## config.mk

```make
export PLATFORM = sky130hd
export DESIGN_NAME = dnn_argmax_seq
export DESIGN_NICKNAME = d
export VERILOG_FILES = /design/src/rtl/dnn_pkg.sv /design/src/rtl/dnn_top2_tracker.sv /design/src/rtl/dnn_argmax_seq.sv
export SDC_FILE = /design/constraint.sdc
export NUM_CORES = 1
export LEC_CHECK = 0
export ABC_AREA = 1
export CAP_MARGIN = 20
export CORE_ASPECT_RATIO = 2
export CORE_MARGIN = 3
export CORE_UTILIZATION = 43
export CTS_BUF_LIST = sky130_fd_sc_hd__clkbuf_4
export DETAILED_ROUTE_END_ITERATION = 10
export HOLD_SLACK_MARGIN = 0.12
export PLACE_DENSITY = 0.68
export SETUP_SLACK_MARGIN = 0.15
export SLEW_MARGIN = 30
export SYNTH_ARGS = -nofsm -noshare
export SYNTH_HDL_FRONTEND = slang
export SYNTH_SLANG_ARGS = --single-unit
```

## constraint.sdc

```tcl
create_clock -name clk -period 4 [get_ports clk]
set_clock_uncertainty 0.1 [all_clocks]
set_input_delay 1 -clock clk [delete_from_list [all_inputs] [get_ports clk]]
set_output_delay 1 -clock clk [all_outputs]
set_load 0.02 [all_outputs]
```

## src/rtl/dnn_pkg.sv

```systemverilog
// rtl/dnn_pkg.sv - shared constants, types and FSM encoding for the argmax stage
package dnn_pkg;

    localparam int DNN_DATA_WIDTH  = 7;
    localparam int DNN_NUM_CLASSES = 10;
    localparam int DNN_IDX_WIDTH   = 4;

    typedef logic signed [DNN_DATA_WIDTH-1:0] act_t;
    typedef logic [DNN_IDX_WIDTH-1:0]         cls_idx_t;

    typedef enum logic [1:0] {
        IDLE = 2'd0,
        SCAN = 2'd1,
        FIN  = 2'd2,
        HOLD = 2'd3
    } argmax_state_t;

endpackage

```

## src/rtl/dnn_top2_tracker.sv

```systemverilog
// rtl/dnn_top2_tracker.sv - one combinational step of a running best/second-best tracker
//
// Purpose: given the current (best, second, best_idx) and a new candidate v at
// index idx, produce the updated triple. Strict comparisons, so the earliest
// index wins among equal maxima and a tied value lands in second.
//
// Ports:
//   first         in   restart tracking with v as the only element seen
//   idx           in   index of candidate v
//   v             in   signed candidate value
//   best          in   current best value
//   second        in   current runner-up value
//   best_idx      in   index of current best
//   best_nxt      out  updated best
//   second_nxt    out  updated runner-up
//   best_idx_nxt  out  updated best index
module dnn_top2_tracker
    import dnn_pkg::*;
#(
    parameter int DATA_WIDTH = DNN_DATA_WIDTH,
    parameter int IDX_WIDTH  = DNN_IDX_WIDTH
) (
    input  logic                         first,
    input  logic [IDX_WIDTH-1:0]         idx,
    input  logic signed [DATA_WIDTH-1:0] v,
    input  logic signed [DATA_WIDTH-1:0] best,
    input  logic signed [DATA_WIDTH-1:0] second,
    input  logic [IDX_WIDTH-1:0]         best_idx,
    output logic signed [DATA_WIDTH-1:0] best_nxt,
    output logic signed [DATA_WIDTH-1:0] second_nxt,
    output logic [IDX_WIDTH-1:0]         best_idx_nxt
);

    // Most negative representable value: seeds second so any real element beats it.
    localparam logic signed [DATA_WIDTH-1:0] MOST_NEG = {1'b1, {(DATA_WIDTH-1){1'b0}}};

    always_comb begin
        best_nxt     = best;
        second_nxt   = second;
        best_idx_nxt = best_idx;
        if (first) begin
            best_nxt     = v;
            second_nxt   = MOST_NEG;
            best_idx_nxt = '0;
        end else if (v > best) begin
            second_nxt   = best;
            best_nxt     = v;
            best_idx_nxt = idx;
        end else if (v > second) begin
            second_nxt   = v;
        end
    end

endmodule

```

## src/rtl/dnn_argmax_seq.sv

```systemverilog
// rtl/dnn_argmax_seq.sv - sequential argmax over the inference engine's output activations
//
// Purpose: on an accepted start, snapshot all class activations, scan them one
// per cycle, then report the winning class, its activation and the margin to
// the runner-up. Results hold with done high until the next accepted start.
//
// Ports:
//   clk        in   system clock, rising edge
//   rst        in   synchronous active-high reset
//   start      in   start pulse, accepted only in IDLE or HOLD
//   scores     in   packed activations, neuron i at [i*DATA_WIDTH +: DATA_WIDTH]
//   busy       out  high during SCAN and FIN
//   done       out  high in HOLD
//   digit      out  index of the maximum activation
//   max_score  out  signed maximum activation
//   margin     out  unsigned best minus runner-up, DATA_WIDTH+1 bits
module dnn_argmax_seq
    import dnn_pkg::*;
#(
    parameter int DATA_WIDTH  = DNN_DATA_WIDTH,
    parameter int NUM_CLASSES = DNN_NUM_CLASSES,
    parameter int IDX_WIDTH   = DNN_IDX_WIDTH
) (
    input  logic                                clk,
    input  logic                                rst,
    input  logic                                start,
    input  logic [NUM_CLASSES*DATA_WIDTH-1:0]   scores,
    output logic                                busy,
    output logic                                done,
    output logic [IDX_WIDTH-1:0]                digit,
    output logic signed [DATA_WIDTH-1:0]        max_score,
    output logic [DATA_WIDTH:0]                 margin
);

    localparam logic [IDX_WIDTH-1:0] LAST_IDX = IDX_WIDTH'(NUM_CLASSES - 1);

    argmax_state_t state_q, state_d;

    logic signed [DATA_WIDTH-1:0] snap_q [NUM_CLASSES];
    logic signed [DATA_WIDTH-1:0] snap_d [NUM_CLASSES];
    logic [IDX_WIDTH-1:0]         idx_q, idx_d;
    logic signed [DATA_WIDTH-1:0] best_q, best_d;
    logic signed [DATA_WIDTH-1:0] second_q, second_d;
    logic [IDX_WIDTH-1:0]         best_idx_q, best_idx_d;
    logic [IDX_WIDTH-1:0]         digit_q, digit_d;
    logic signed [DATA_WIDTH-1:0] max_score_q, max_score_d;
    logic [DATA_WIDTH:0]          margin_q, margin_d;

    logic                         start_ok;
    logic signed [DATA_WIDTH-1:0] cur_v;
    logic signed [DATA_WIDTH-1:0] trk_best, trk_second;
    logic [IDX_WIDTH-1:0]         trk_best_idx;

    assign start_ok = start && (state_q == IDLE || state_q == HOLD);
    assign cur_v    = snap_q[idx_q];

    dnn_top2_tracker #(
        .DATA_WIDTH (DATA_WIDTH),
        .IDX_WIDTH  (IDX_WIDTH)
    ) u_tracker (
        .first        (idx_q == '0),
        .idx          (idx_q),
        .v            (cur_v),
        .best         (best_q),
        .second       (second_q),
        .best_idx     (best_idx_q),
        .best_nxt     (trk_best),
        .second_nxt   (trk_second),
        .best_idx_nxt (trk_best_idx)
    );

    // State register
    always_ff @(posedge clk) begin
        if (rst) begin
            state_q <= IDLE;
        end else begin
            state_q <= state_d;
        end
    end

    // Next-state logic
    always_comb begin
        state_d = state_q;
        case (state_q)
            IDLE, HOLD: if (start_ok) state_d = SCAN;
            SCAN:       if (idx_q == LAST_IDX) state_d = FIN;
            FIN:        state_d = HOLD;
            default:    state_d = IDLE;
        endcase
    end

    // Outputs decoded from state; result fields come from their own registers
    always_comb begin
        busy      = (state_q == SCAN) || (state_q == FIN);
        done      = (state_q == HOLD);
        digit     = digit_q;
        max_score = max_score_q;
        margin    = margin_q;
    end

    // Datapath next-values
    always_comb begin
        snap_d      = snap_q;
        idx_d       = idx_q;
        best_d      = best_q;
        second_d    = second_q;
        best_idx_d  = best_idx_q;
        digit_d     = digit_q;
        max_score_d = max_score_q;
        margin_d    = margin_q;
        case (state_q)
            IDLE, HOLD: begin
                if (start_ok) begin
                    for (int i = 0; i < NUM_CLASSES; i++) begin
                        snap_d[i] = scores[i*DATA_WIDTH +: DATA_WIDTH];
                    end
                    idx_d = '0;
                end
            end
            SCAN: begin
                best_d     = trk_best;
                second_d   = trk_second;
                best_idx_d = trk_best_idx;
                if (idx_q != LAST_IDX) idx_d = idx_q + IDX_WIDTH'(1);
            end
            FIN: begin
                digit_d     = best_idx_q;
                max_score_d = best_q;
                // Sign-extend both operands one bit; best >= second so the
                // difference is non-negative and fits without saturation.
                margin_d    = {best_q[DATA_WIDTH-1], best_q} - {second_q[DATA_WIDTH-1], second_q};
            end
            default: ;
        endcase
    end

    // Datapath registers
    always_ff @(posedge clk) begin
        if (rst) begin
            for (int i = 0; i < NUM_CLASSES; i++) begin
                snap_q[i] <= '0;
            end
            idx_q       <= '0;
            best_q      <= '0;
            second_q    <= '0;
            best_idx_q  <= '0;
            digit_q     <= '0;
            max_score_q <= '0;
            margin_q    <= '0;
        end else begin
            snap_q      <= snap_d;
            idx_q       <= idx_d;
            best_q      <= best_d;
            second_q    <= second_d;
            best_idx_q  <= best_idx_d;
            digit_q     <= digit_d;
            max_score_q <= max_score_d;
            margin_q    <= margin_d;
        end
    end

endmodule

```

# Word-level counts from Yosys, hierarchy flattened
# Index checks and enable logic that the tools add are counted.
totals:
  output_inout_bits: 21
  inputBits: 73
  latchBits: 0
  reg_bits: 113
  ramBits: 0
  mem_count: 0
  mem_bits_ro: 0
classes:
  n_eq_ne: 8
  addsub: 2
  n_bitwise: 1
  shifts: 0
  n_reduce_logical: 14
  div_mod_pow: 0
  mul: 0
  n_mux: 16
  n_lt_le_gt_ge: 3
op_table:
  columns: ["operator", "n"]
  rows:
  - ["7-bit two-way mux", 7]
  - ["7-bit binary-select mux with 4-bit select", 1]
  - ["4-bit two-way mux", 4]
  - ["7-bit > comparator", 2]
  - ["4-bit case mux with 2 select lines", 1]
  - ["2-bit AND reduction", 4]
  - ["7-bit by 7-bit subtractor with 8-bit output", 1]
  - ["2-bit case mux with 3 select lines", 1]
  - ["5-bit greater-or-equal comparator, second input constant", 1]
  - ["4-bit inverter with 5-bit output", 1]
  - ["4-bit by 1-bit adder with 4-bit output, second input constant", 1]
  - ["2-bit == test, second input constant", 2]
  - ["4-bit == test, second input constant", 1]
  - ["4-bit logical NOT", 1]
  - ["2-bit two-way mux", 2]
  - ["2-bit != test, second input constant", 2]
  - ["4-bit != test, second input constant", 1]
  - ["2-bit nonzero test", 2]
  - ["3-bit AND reduction", 1]
  - ["3-bit nonzero test", 1]
  - ["2-bit by 1-bit == test with 1-bit output, second input constant", 1]
  - ["2-bit logical NOT", 1]
  - ["1-bit logical OR", 2]
  - ["2-bit by 1-bit != test with 1-bit output, second input constant", 1]
  - ["2 further kinds", 2]

# Depth between registers and ports, before layout
depth:
  ltp_word: 8
  depth_mapped: 21

# Modules after synthesis
# From an unflattened synthesis, not the netlist that was laid out.
hier_totals:
  cells_unflattened: 853
  area_unflattened_um2: 5860.6
modules_own_cells:
  columns: ["module", "seq_area_each_um2", "area_each_um2", "cells_per_inst", "instances"]
  rows:
  - ["dnn_argmax_seq", 2262.2, 5012.3, 704, 1]
  - ["dnn_top2_tracker", 0.0, 848.3, 149, 1]

# Worst setup path before layout
# Ideal clock, no wire load.
synth_timing:
  path_type: "flip-flop to flip-flop"
  startpoint: "reg idx_q[0]"
  endpoint: "reg best_idx_q[2]"
  n_path_buf: 3
  t_required_ns: 3.787
  slack_ns: 1.254
  stages_incl_launch_ff: 20
  arrival_time_ns: 2.534
  path_cell_list: "dfxtp_1 -> buf_2 -> inv_1 -> buf_2 -> nor2_1 -> nor2_1 -> o21ai_0 -> nand3_1 -> ha_1 -> nand2_2 -> inv_1 -> a21oi_2 -> nand2_1 -> nand2_2 -> nand3_4 -> nand2_8 -> nand2_8 -> buf_12 -> o21ai_2 -> nor2_1"
synth_between:
  elab_chain_len: 7
  elab_cells_between_ends: 9
  cone_classes: "order compare: 1; mux: 4; bitwise: 1; reduce/logical: 3"
synth_rtl:
  columns: ["item", "line", "rtl"]
  rows:
  - ["from (decl)", "dnn_argmax_seq.sv:41", "logic [IDX_WIDTH-1:0] idx_q, idx_d;"]
  - ["from (signal assigned)", "dnn_argmax_seq.sv:152", "idx_q <= idx_d;"]
  - ["4-bit inverter with 5-bit output (not written as such)", "dnn_argmax_seq.sv:55", "assign cur_v = snap_q[idx_q];"]
  - ["7-bit binary-select mux with 4-bit select", "dnn_argmax_seq.sv:55", null]
  - ["7-bit two-way mux (not written as such) (2 in series)", "dnn_argmax_seq.sv:55", null]
  - ["via cur_v[6]", "dnn_argmax_seq.sv:50", "logic signed [DATA_WIDTH-1:0] cur_v;"]
  - ["7-bit > comparator", "dnn_top2_tracker.sv:45", "end else if (v > best) begin"]
  - ["2-bit nonzero test (no line)", null, null]
  - ["2-bit AND reduction (no line)", null, null]
  - ["to (signal assigned)", "dnn_argmax_seq.sv:155", "best_idx_q <= best_idx_d;"]
  - ["to (decl)", "dnn_argmax_seq.sv:44", "logic [IDX_WIDTH-1:0] best_idx_q, best_idx_d;"]
# The timed path passes the listed nets, and every way through them passes these cells. The select of a mux whose other input is x is not followed.
# A chain may end at the register's enable or synchronous reset.

# Final worst setup path
layout_timing:
  startpoint: "reg state_q[0]"
  endpoint: "out busy"
layout_between:
  elab_chain_len: 2
  elab_cells_between_ends: 3
  cone_classes: "eq/ne: 2; reduce/logical: 1"
layout_rtl:
  columns: ["item", "line", "rtl"]
  rows:
  - ["from (decl)", "dnn_argmax_seq.sv:37", "argmax_state_t state_q, state_d;"]
  - ["from (signal assigned)", "dnn_argmax_seq.sv:77", "state_q <= state_d;"]
  - ["2-bit by 1-bit == test with 1-bit output / 2-bit == test (equally long branches)", "dnn_argmax_seq.sv:94", "busy = (state_q == SCAN) || (state_q == FIN);"]
  - ["1-bit logical OR *", "dnn_argmax_seq.sv:94", null]
  - ["to (decl)", "dnn_argmax_seq.sv:28", "output logic busy,"]
# Mark *: on every way between the ends. The rest lies on a longest branch, timed or not.

==> key figures <==
Floorplan
  – Chip width: about 90 um
  – Core box area: approximately 13000 um2
  – IO Count: 94
  – Starting density of the core: 0.446
  – Die area: between 10000 and 15000 um2
  – Die height: 169 um
  – Row count: between 50 and 60

Logic synthesis
  – Top post-synthesis cells by area: dfxtp_1 40%, nor2_1 12%, o21ai_0 9.7%
  – Share of the synthesized area in the top cell type: 0.397
  – #FFs+latches synth: approximately 110
  – Post-synthesis instance total: 830
  – Syn_nets: around 930
  – Async SR Flop Fraction: 0
  – Post-synth EDFFs: 0
  – Distinct cell type count of the synthesized netlist: 33
  – Seq/Total Area, Yosys: 0.397
  – Mapped cell area: roughly 5700 um2
  – Top FF cell, synth: dfxtp_1
  – Avg Inst Size Synth: between 6 and 7 um2
  – Yosys Warn Count: 0
  – Cell taking the most area after synthesis: dfxtp_1

Timing
  – Final Max Tran Viols: 0
  – RSZ-0062 raised after global routing: false
  – Final WS setup: between 800 and 900 ps
  – Hold Vio Cnt, Final: 0
  – TNS Setup: 0 ps
  – Slew HR: 0.530
  – Period utilization: 0.798
  – Worst-Margin Slew: roughly 710 ps
  – Tmin final: between 3000 and 4000 ps
  – Setup violators final: 0
  – F_max: 313 MHz

Global route
  – Total track usage: 0.219
  – Global-route wire length before repair: 25200 um
  – Vias in the first global route: 5410
  – Largest net degree at the start of global routing: between 50 and 60
  – Total gr overflow: 0
  – Initial antenna violation count: 1

Placed design
  – Hpwl dp: 11700 um
  – Placer Congestion: ~0.95
  – Dpl ws: about 900 ps
  – IO buf count: 93

Hold path
  – Hold WC Path Type: flip-flop to flip-flop
  – HP Start: snap_q[52]

Clocking
  – Hold_buf cts: 0
  – Clk_lat worst skew: 530 ps
  – Num CTS Buffers: 17
  – # H-tree levels: 4
  – CTS tree: built
  – Post-CTS Setup Bufs: 0
  – CTS root buf: clkbuf_4
  – Num Clock Sinks: around 110
  – Worst-path clk slew: around 100 ps
  – Clk buf depth: 2
  – PostCTS Resize Cnt: 0

Routing
  – Initial drt markers: 239
  – Routed via count: roughly 5.4k
  – # DRC: 0
  – First-pass DRT Iterations: 5
  – Routed Antenna Nets: 0
  – Average wire per standard cell: roughly 14 um
  – Final WL: approximately 15000 um
  – Vias per cell: 5.08

Pwr
  – Leakage power: roughly 3.1 nW
  – Total Power: approximately 6 mW
  – Max VDD drop: ~0.53 mV
  – PwrDens: ~870 nW/um2

Layout
  – Share of cells above drive strength 1: 0.0695
  – Final net count: slightly above 1k
  – Most frequent cells in the layout: 185 x nor2_1, 137 x nand2_1, 113 x dfxtp_1, 111 x o21ai_0, 93 x clkdlybuf4s50_1
  – Commonest non-fill, non-tap cell in the layout: nor2_1
  – Area delta synth->final: 22.9%

Setup path
  – CP max-delay cell: clkdlybuf4s50_1
  – Startpoint types: flip-flop
  – Arr. time, crit path: ~2100 ps
  – Worst Path Class, Setup: flip-flop to output pin
  – Worst setup startpoint: state_q[0]
  – WP buf/inv: 3
  – Crit path required time: 2900 ps
  – Worst-path maximum fanout: 4
  – CP max stage delay: between 600 and 700 ps
  – CP most frequent cell: inv_1
  – CP Capture Type: output pin
  – CP delay by family, top: buffers and inverters
  – CP Cell Sequence: inv_1, ha_1, inv_1, clkdlybuf4s50_1
  – Worst r2r src: idx_q[0]

Job
  – Max-cap viol count: 0

Outcome
  – Outcome: completed
layer usage:
layer	GRT usage	wire, um	share of wire	up-vias
met1	0.218	5360	0.35	2444
met2	0.412	8790	0.57	129
li1	-	-	-	2822
met4	0.117	729	0.047	0
met3	0.0404	535	0.035	51
met5	0	0	0	-
worst register-to-register path: cells and delay by family (launching register included):
family | cells | cell delay [ps]
AOI/OAI and AO/OA | 3 | 500
adders and majority gates | 1 | 280
buffers and inverters | 2 | 460
DFF | 1 | 340
and+or+nand+nor | 12 | 1330
where the power goes:
part / total, mW / internal (mW) / switching [mW] / leakage [nW]
Clock: 0.859 / 0.426 / 0.433 / 0.145
Sequential: 1.73 / 1.54 / 0.190 / 0.933
Combinational: 3.49 / 1.24 / 2.25 / 2.07
Total: 6.08 / 3.21 / 2.87 / 3.15
synthesized netlist by cell type (2+ instances only):
cell,n
a211oi_1,2
a21oi_1,50
a21oi_2,8
buf_2,8
clkbuf_1,33
dfxtp_1,113
ha_1,28
inv_1,79
nand2_1,138
nand2_2,3
nand2_8,2
nand3_1,42
nand3b_1,2
nand4_1,2
nor2_1,185
nor3_1,3
nor3b_1,2
o21ai_0,111
o21ai_2,3
or2_2,2
xor2_1,2
flip-flops by register name, indices dropped and copies added (netlist names):
register,flops
idx_q,4
margin,8
best_idx_q,4
digit,4
second_q,7
snap_q,70
state_q,2
max_score,7
best_q,7
area by class of cell:
cell class,count,area (um2)
diodes,1,2.50
clock buffers,18,135
clock inverters,12,144
fillers,1294,5760
inverters,80,300
multi-input cells,594,2950
flip-flops and latches,113,2260
well taps,150,188
repair buffers,104,1030
worst paths after layout:
check                endpoint  slack, ps  depth (start not counted)
setup / recovery         busy        810                          4
hold / removal     snap_q[52]        360                          2
setup reg to reg  second_q[3]        880                         18
hold reg to reg    snap_q[52]        360                          2
through the flow:
step	hold slack [ps]	util	instances	instance area, um2
finish	358	0.549	1072	7010
global route	389	0.549	1072	7010
CTS	359	0.548	1071	7010
detailed placement	345	0.527	1041	6730
global placement	341	0.527	1041	6730
floorplan	329	-	830	5700
logic make-up (layout without fill, tap and decap cells):
logic type,after synthesis,after routing,share of synthesized area
DFF,113,113,0.397
xor gates and xnor gates,3,3,0.00461
AOI/OAI and AO/OA,177,177,0.165
other,0,1,0
buffers and inverters,123,214,0.0862
adders and majority gates,29,29,0.0650
and+or+nand+nor,385,385,0.283
(Power assumes the default switching activity.)
